**src/rtl/sifh_ctrl.sv**
```systemverilog
// Two-pass (coarse/fine) histogram sequencer for the SiFH dToF datapath.
// A coarse pass locates the peak bin. A fine pass then runs inside a window
// of +/-GUARD bins around that peak and reports the fine peak and the tof.
//
// state  | meaning
// IDLE   | waiting for start; thresholds and results hold their values
// CLEAR  | clear-on-read sweep of every bin, read data discarded
// COARSE | accumulate with his_num=0 until N_COARSE laser shots
// SCAN_C | sweep the coarse histogram for its peak (also empties memory)
// CONFIG | thresholds valid; his_num is raised on leaving this state
// FINE   | accumulate with his_num=1 until N_FINE laser shots
// SCAN_F | sweep the fine histogram for its peak
// DONE   | one-cycle done pulse with results valid
module sifh_ctrl #(
    parameter int NP        = 16,
    parameter int NB        = 8,
    parameter int CW        = 16,
    parameter int N_COARSE  = 1024,
    parameter int N_FINE    = 1024,
    parameter int GUARD     = 1,
    parameter int MIN_COUNT = 4
) (
    input  logic          clk,
    input  logic          rst,
    input  logic          start,
    input  logic          laser_sync,
    output logic          acc_en,
    output logic          his_num,
    output logic [NP-1:0] th_minus,
    output logic [NP-1:0] th_positive,
    output logic [NP-1:0] delta,
    output logic          rd_en,
    output logic [NB-1:0] rd_addr,
    input  logic [CW-1:0] rd_data,
    output logic          busy,
    output logic          done,
    output logic          no_target,
    output logic [NB-1:0] coarse_bin,
    output logic [NB-1:0] fine_bin,
    output logic [CW-1:0] peak_count,
    output logic [NP-1:0] tof
);

    typedef enum logic [2:0] {
        IDLE, CLEAR, COARSE, SCAN_C, CONFIG, FINE, SCAN_F, DONE
    } state_t;

    localparam int S    = NP - NB;
    localparam int NMAX = (N_COARSE > N_FINE) ? N_COARSE : N_FINE;
    localparam int SW   = $clog2(NMAX + 1);
    localparam logic [NB:0]   LAST_ADDR = (NB+1)'((1 << NB) - 1);
    localparam logic [NB:0]   SCAN_END  = (NB+1)'(1 << NB);
    localparam logic [SW-1:0] NC_LD     = SW'(N_COARSE - 1);
    localparam logic [SW-1:0] NF_LD     = SW'(N_FINE - 1);

    state_t          state, state_nx;
    logic [NB:0]     addr_cnt;
    logic [SW-1:0]   shot_cnt;
    logic            arm;
    logic [NB-1:0]   peak_bin;
    logic [CW-1:0]   peak_cnt;

    logic            scan, accum, cnt_ev, shot_tc, scan_end, clear_end, upd;
    logic [NB-1:0]   cand_bin;
    logic [CW-1:0]   cand_cnt;
    logic [NP:0]     hi_sum, hi_w, lo_w;
    logic [NP-1:0]   th_min_nx, th_pos_nx, tof_nx;

    // Shared decode, running peak candidate and window arithmetic.
    always_comb begin
        scan      = (state == SCAN_C) || (state == SCAN_F);
        accum     = (state == COARSE) || (state == FINE);
        // arm is low on the entry cycle so a coincident pulse is not counted
        cnt_ev    = laser_sync && arm && accum;
        shot_tc   = cnt_ev && (shot_cnt == '0);
        scan_end  = scan && (addr_cnt == SCAN_END);
        clear_end = (state == CLEAR) && (addr_cnt == LAST_ADDR);
        // rd_data belongs to the address issued one cycle earlier
        upd       = scan && (addr_cnt != '0) && (rd_data > peak_cnt);
        cand_bin  = upd ? (addr_cnt[NB-1:0] - NB'(1)) : peak_bin;
        cand_cnt  = upd ? rd_data : peak_cnt;
        // window math in NP+1 bits so the upper edge cannot wrap
        hi_sum    = (NP+1)'(cand_bin) + (NP+1)'(1 + GUARD);
        hi_w      = (hi_sum << S) - (NP+1)'(1);
        th_pos_nx = (hi_sum > (NP+1)'(1 << NB)) ? '1 : hi_w[NP-1:0];
        lo_w      = ((NP+1)'(cand_bin) - (NP+1)'(GUARD)) << S;
        th_min_nx = ((NP+1)'(cand_bin) < (NP+1)'(GUARD)) ? '0 : lo_w[NP-1:0];
        tof_nx    = delta + (NP'(cand_bin) << S);
    end

    // State register.
    always_ff @(posedge clk) begin
        if (rst) state <= IDLE;
        else     state <= state_nx;
    end

    // Next-state logic.
    always_comb begin
        state_nx = state;
        case (state)
            IDLE:    if (start)     state_nx = CLEAR;
            CLEAR:   if (clear_end) state_nx = COARSE;
            COARSE:  if (shot_tc)   state_nx = SCAN_C;
            SCAN_C:  if (scan_end)  state_nx = (cand_cnt < CW'(MIN_COUNT)) ? DONE : CONFIG;
            CONFIG:                 state_nx = FINE;
            FINE:    if (shot_tc)   state_nx = SCAN_F;
            SCAN_F:  if (scan_end)  state_nx = DONE;
            DONE:                   state_nx = IDLE;
            default:                state_nx = IDLE;
        endcase
    end

    // Outputs decoded from state and the sweep address.
    always_comb begin
        acc_en  = accum;
        rd_en   = (state == CLEAR) || (scan && !addr_cnt[NB]);
        rd_addr = rd_en ? addr_cnt[NB-1:0] : '0;
        busy    = (state != IDLE);
        done    = (state == DONE);
    end

    // Counters, peak tracking, thresholds and result registers.
    always_ff @(posedge clk) begin
        if (rst) begin
            addr_cnt    <= '0;
            shot_cnt    <= '0;
            arm         <= 1'b0;
            peak_bin    <= '0;
            peak_cnt    <= '0;
            his_num     <= 1'b0;
            th_minus    <= '0;
            th_positive <= '1;
            delta       <= '0;
            no_target   <= 1'b0;
            coarse_bin  <= '0;
            fine_bin    <= '0;
            peak_count  <= '0;
            tof         <= '0;
        end else begin
            if (state_nx != state)
                addr_cnt <= '0;
            else if ((state == CLEAR) || scan)
                addr_cnt <= addr_cnt + (NB+1)'(1);

            arm <= accum;

            if (state_nx == COARSE && state != COARSE)
                shot_cnt <= NC_LD;
            else if (state_nx == FINE && state != FINE)
                shot_cnt <= NF_LD;
            else if (cnt_ev && shot_cnt != '0)
                shot_cnt <= shot_cnt - SW'(1);

            if (scan) begin
                peak_bin <= cand_bin;
                peak_cnt <= cand_cnt;
            end else begin
                peak_bin <= '0;
                peak_cnt <= '0;
            end

            if (state == IDLE && start) begin
                no_target  <= 1'b0;
                coarse_bin <= '0;
                fine_bin   <= '0;
                peak_count <= '0;
                tof        <= '0;
            end

            if (state == SCAN_C && scan_end) begin
                coarse_bin <= cand_bin;
                if (cand_cnt < CW'(MIN_COUNT)) begin
                    no_target <= 1'b1;
                end else begin
                    th_minus    <= th_min_nx;
                    th_positive <= th_pos_nx;
                    delta       <= th_min_nx;
                end
            end

            if (state == SCAN_F && scan_end) begin
                fine_bin   <= cand_bin;
                peak_count <= cand_cnt;
                tof        <= tof_nx;
            end

            if (state == CONFIG)
                his_num <= 1'b1;
            else if (state == DONE)
                his_num <= 1'b0;
        end
    end

endmodule

```
**config.mk**
```make
export PLATFORM = sky130hd
export DESIGN_NAME = sifh_ctrl
export DESIGN_NICKNAME = d
export VERILOG_FILES = /design/src/rtl/sifh_ctrl.sv
export SDC_FILE = /design/constraint.sdc
export NUM_CORES = 1
export LEC_CHECK = 0
export ABC_AREA = 1
export CAP_MARGIN = 20
export CORE_MARGIN = 2
export CORE_UTILIZATION = 45
export CTS_CLUSTER_SIZE = 40
export DETAILED_ROUTE_END_ITERATION = 12
export GPL_TIMING_DRIVEN = 0
export PLACE_DENSITY = 0.72
export SYNTH_ARGS = -nofsm -noshare
export SYNTH_HDL_FRONTEND = slang
export SYNTH_SLANG_ARGS = --single-unit
```
**constraint.sdc**
```tcl
create_clock -name clk -period 4.7 [get_ports clk]
set_clock_uncertainty 0.05 [all_clocks]
set_input_delay 0.94 -clock clk [delete_from_list [all_inputs] [get_ports clk]]
set_output_delay 0.94 -clock clk [all_outputs]
set_load 0.01 [all_outputs]
```
# Yosys cells after proc, flatten, opt, wreduce, memory -nomap -nowiden
# Index checks and enable logic that the tools add are counted.
[word_totals]
reg_bits = 130
latchBits = 0
ram_bits = 0
rom_bits = 0
inputBits = 20
out_inout_bits = 110
elab_cells = 101
memories = 0
[op_classes]
add_sub_neg = 7
n_mul = 0
n_div = 0
n_lt_le_gt_ge = 4
n_eq_ne = 14
n_shift = 0
mux = 27
bitwise = 2
reduce_logical = 32
[op_table]
columns = ["cell", "count"]
rows = [
  ["16-bit two-way mux", 6],
  ["8-bit two-way mux", 5],
  ["10-bit two-way mux", 3],
  ["3-bit case mux with 8 select lines", 1],
  ["3-bit two-way mux", 6],
  ["16-bit adder", 1],
  ["16-bit greater-than comparator", 1],
  ["16-bit by 3-bit less-than comparator with 1-bit output (second input constant)", 1],
  ["16-bit by 1-bit subtractor with 16-bit output (second input constant)", 1],
  ["8-bit by 1-bit subtractor with 8-bit output (second input constant)", 2],
  ["3-bit == test (second input constant)", 5],
  ["1-bit logical AND", 14],
  ["11-bit zero test", 1],
  ["11-bit nonzero test", 1],
  ["11-bit by 1-bit subtractor with 11-bit output (second input constant)", 1],
  ["8-bit by 2-bit adder with 9-bit output (second input constant)", 1],
  ["9-bit by 1-bit adder with 9-bit output (second input constant)", 1],
  ["3-bit by 2-bit == test with 1-bit output (second input constant)", 3],
  ["9-bit by 8-bit == test with 1-bit output (second input constant)", 1],
  ["9-bit == test (second input constant)", 1],
  ["9-bit greater-than comparator (second input constant)", 1],
  ["9-bit nonzero test", 1],
  ["8-bit by 1-bit less-than comparator with 1-bit output (second input constant)", 1],
  ["2-bit nonzero test", 3],
  ["other kinds (14)", 24],
]

# Longest topological paths before layout
[depth]
depth_word = 13
mapped_depth = 32
mapped_depth_nobuf = 31

# Worst setup path before layout
# OpenSTA, ideal clock, no wires.
[synth_timing]
path_type = "input port to flip-flop"
from = "in rd_data[15]"
to = "reg tof[15]"
setup_time_ns = 0.132
arrival_ns = 3.864
required_ns = 4.518
path_slack_ns = 0.654
stages = 27
path_buffers = 1
cell_sequence = "ha_1 -> nand2_1 -> nor2_1 -> nand2_1 -> o21ai_2 -> nor2_8 -> nand2_8 -> buf_6 -> nand2_1 -> o21ai_4 -> inv_1 -> ha_1 -> inv_1 -> nor2_1 -> a211oi_1 -> nor2_1 -> nor2_1 -> nor2_1 -> nor2_1 -> nor2_1 -> nor2_1 -> inv_1 -> a21oi_1 -> inv_1 -> or2_2 -> nand3_1 -> a21oi_1"
[synth_via]
elab_chain_len = 5
[synth_rtl]
columns = ["item", "line_no", "source"]
rows = [
  ["start: declaration", "34", "input logic [CW-1:0] rd_data,"],
  ["16-bit greater-than comparator", "79", "upd = scan && (addr_cnt != '0) && (rd_data > peak_cnt);"],
  ["1-bit logical AND", "79", ""],
  ["8-bit two-way mux", "80", "cand_bin = upd ? (addr_cnt[NB-1:0] - NB'(1)) : peak_bin;"],
  ["net cand_bin[0]", "64", "logic [NB-1:0] cand_bin;"],
  ["16-bit adder", "88", "tof_nx = delta + (NP'(cand_bin) << S);"],
  ["16-bit two-way mux", "181", "if (state == SCAN_F && scan_end) begin"],
  ["end signal: assignment", "184", "tof <= tof_nx;"],
  ["end: declaration", "41", "output logic [NP-1:0] tof"],
]
# The timed path passes the listed nets, and every way through them passes these cells.
# A chain may end at the register's enable or synchronous reset.

# Worst setup path after layout
# Same ends and word-level chain as after synthesis.

==> impl_metrics.csv <==
group,metric,value,unit
run_status,status,"finished clean",
finish,antenna-diode-count,0,
clock_network,cts_made_buffers,9,
min_path,min_path_type,"reg2reg",
route,drt.antenna.violating_nets,0,
power,seqPwrFrac,48.3,%
worst_setup_path,critPathKind,"in2reg",
die,die_h,120,um
die,start_util,46.1,%
route,viasPerCell,4.73,
min_path,holdPathStages,2,
power,irDropWorstVdd,0.152,mV
route,vias,5573,
power,power_density,241,nW/um^2
clock_network,root_buffer,"clkbuf_16",
power,swShare,23.7,%
timing,tightest_slew,746,ps
timing,setup_viol,0,
synth,ys.warnings.count,0,
worst_setup_path,worstReg2RegEnd,"tof[15]",
worst_setup_path,r2r_slack,920,ps
clock_network,postCtsHoldBufs,0,
timing,finalHoldViolations,0,
run,cap_violations,0,
worst_setup_path,reg2reg_from,"addr_cnt[0]",
place,dp.final_hpwl,11300,um
power,finalPower,1870,uW
synth,synth_cell_types,44,
finish,final_nets,1051,
global_routing,grt_pass1_vias,4955,
die,io_pins,130,
die,core_area,13200,um^2
worst_setup_path,crit_arrival,4620,ps
worst_setup_path,ff2ff_path_depth,28,
synth,synth.avg_cell_area,7.13,um^2
finish,area_delta_synth_final,27.4,%
timing,max_freq,225,MHz
finish,utilization,58.7,%
synth,yosys_most_used_dff,"dfxtp_1",
place,gp_congestion,0.865,
route,wl,14900,um
die,rows,42,
clock_network,insertion_delay,360,ps
synth,synth-edff-count,0,
route,wl_per_cell,12.7,um
power,combPwrFrac,8.3,%
min_path,holdPathEnd,"peak_count[14]",
route,firstDrtPassIters,5,
synth,yosys.area.top_type,"dfxtp_1",
timing,finalCritPeriodShare,94.7,%
global_routing,grt_pass1_wl,23900,um
worst_setup_path,cp_max_fo,10,
power,p_int,1430,uW
die,die_w,120,um
synth,synth_seq_cells,106,
synth,syn_inst,856,
min_path,hp-start,"peak_count[14]",
route,drcViolationCount,0,
worst_setup_path,worstSetupStartpointType,"input pin",
timing,slew_viol_final,0,
synth,synthTopCellsByCount,"229 x nand2_1, 106 x dfxtp_1, 85 x nor2_1, 78 x inv_1, 77 x a21oi_1",
power,switchingPower,443,uW
die,fp.dieArea,14500,um^2
synth,ys_top_cells_by_area,"dfxtp_1 35%, nand2_1 14%, ha_1 7.0%",
place,port_buffers,97,
clock_network,cts.path.max_buffers,2,
power,p_leak,0.00331,uW
synth,seq_area_frac_synth,34.8,%
worst_setup_path,cp-end-kind,"register",
clock_network,clkSlewWorstSetupHoldPaths,70,ps
finish,drive_gt1_share,14.5,%
route,initialDrtViolationCount,375,
synth,yosysMostFrequentCell,"nand2_1",
global_routing,antenna_found_initial,0,
global_routing,grt_max_degree,18,
global_routing,grtUsageTotal,20.7,%
power,clkPwrFrac,43.4,%
synth,netlist_area,6100,um^2
global_routing,gr-total-overflow,0,
timing,timing.hold.ws,414,ps
synth,synth_top_area_share,34.8,%
clock_network,cts_tree,"yes",
timing,maxSlewHeadroom,50.1,%
clock_network,cts.sinks,106,
worst_setup_path,crit_required,4870,ps
clock_network,htree_levels,3,
timing,period_minus_slack,4450,ps
synth,synth_async_sr_flop_share,0,%
-- per-layer routing --
metal	routed length (um)	up-vias	GRT usage, %
met5	0	-	0
met3	751	13	4.20
met4	165	0	5.23
met2	6720	120	33.6
met1	7260	2517	28.1
li1	-	2923	-
-- per-stage QoR --
stage / cells / setup TNS [ps] / worst slack, ps / instance area (um^2)
3_3_place_gp: 1159 / -388 / -371 / 7410
6_report: 1177 / 0 / 249 / 7780
3_5_place_dp: 1159 / -462 / -410 / 7410
5_1_grt: 1177 / -24.6 / -24.6 / 7780
2_1_floorplan: 886 / 0 / 654 / 6210
4_1_cts: 1176 / 0 / 55.2 / 7740
-- area by class of cell --
class	count	area (um^2)
Fill cell	1255	5470
Multi-Input combinational cell	631	3380
Sequential cell	106	2120
Timing Repair Buffer	99	986
Buffer	58	402
Inverter	91	349
Clock buffer	9	225
Tap cell	176	220
Clock inverter	7	93.8
-- how the worst max path moves through the flow --
| stage | from | endpoint | cells after the start |
|---|---|---|---|
| floorplan | rd_data[15] | tof[15] | 27 |
| detailed placement | rd_data[15] | tof[15] | 28 |
| finish | rd_data[15] | tof[15] | 28 |
| global route | rd_data[15] | tof[15] | 28 |
| global placement | rd_data[15] | tof[15] | 28 |
| CTS | rd_data[15] | tof[15] | 27 |
-- worst max-delay path, stage by stage --
cell and delay, ps:
clkdlybuf4s50_1 460, ha_1 330, nand2_1 90, nor2_2 160, nand2_2 110, o21ai_4 210, nor2_8 90, nand2_8 130
buf_6 160, nand2_1 90, o21ai_4 80, inv_2 100, ha_1 190, inv_1 80, nor2_1 60, a211oi_2 200
nor2_1 90, nor2_1 90, nor2_1 50, nor2_1 120, nor2_1 80, nor2_1 90, inv_1 40, a21oi_1 110
inv_1 60, or2_2 270, nand3_1 90, a21oi_1 70
-- state kept, by name (all words and copies together), names as in the netlist --
register	cells
peak_cnt	16
no_target	1
state	3
addr_cnt	9
fine_bin	8
his_num	1
th_positive	8
tof	8
shot_cnt	11
coarse_bin	8
peak_bin	8
arm	1
delta	8
peak_count	16
-- cells in the final DEF, fill, tap and decap left out, types with 16 or more instances in the layout --
| cell type | count |
|---|---|
| nand2_1 | 227 |
| nor2_1 | 83 |
| dfxtp_1 | 106 |
| o21ai_0 | 16 |
| nand2_2 | 18 |
| xor2_1 | 17 |
| ha_1 | 33 |
| buf_4 | 42 |
| conb_1 | 32 |
| nand3_1 | 29 |
| clkdlybuf4s50_1 | 97 |
| a21oi_1 | 76 |
| inv_1 | 77 |
-- logic make-up after synthesis --
logic type / after synthesis / share of synthesized area [%]
and+or+nand+nor: 419 / 31.1
buffers and inverters: 149 / 12.3
AOI/OAI and AO/OA: 120 / 10.9
DFF: 106 / 34.8
adders and majority gates: 35 / 7.30
xor gates and xnor gates: 25 / 3.59
other: 2 / 0.123
-- power groups by stage --
stage	combinational [uW]	clock, uW	sequential, uW
after floorplan	105	0	924
after global placement	151	0	924
after detailed placement	151	0	925
after CTS	153	824	904
after global routing	173	868	904
final	156	813	904
-- what timing repair did --
item | 4_1_cts | 5_1_grt
endpoints found under the setup margin | 1 | 2
gates resized for setup | 1 | 10
buffers inserted | 1 | 1
pin swaps | 1 | 2
Power figures use the tool's default switching activity.
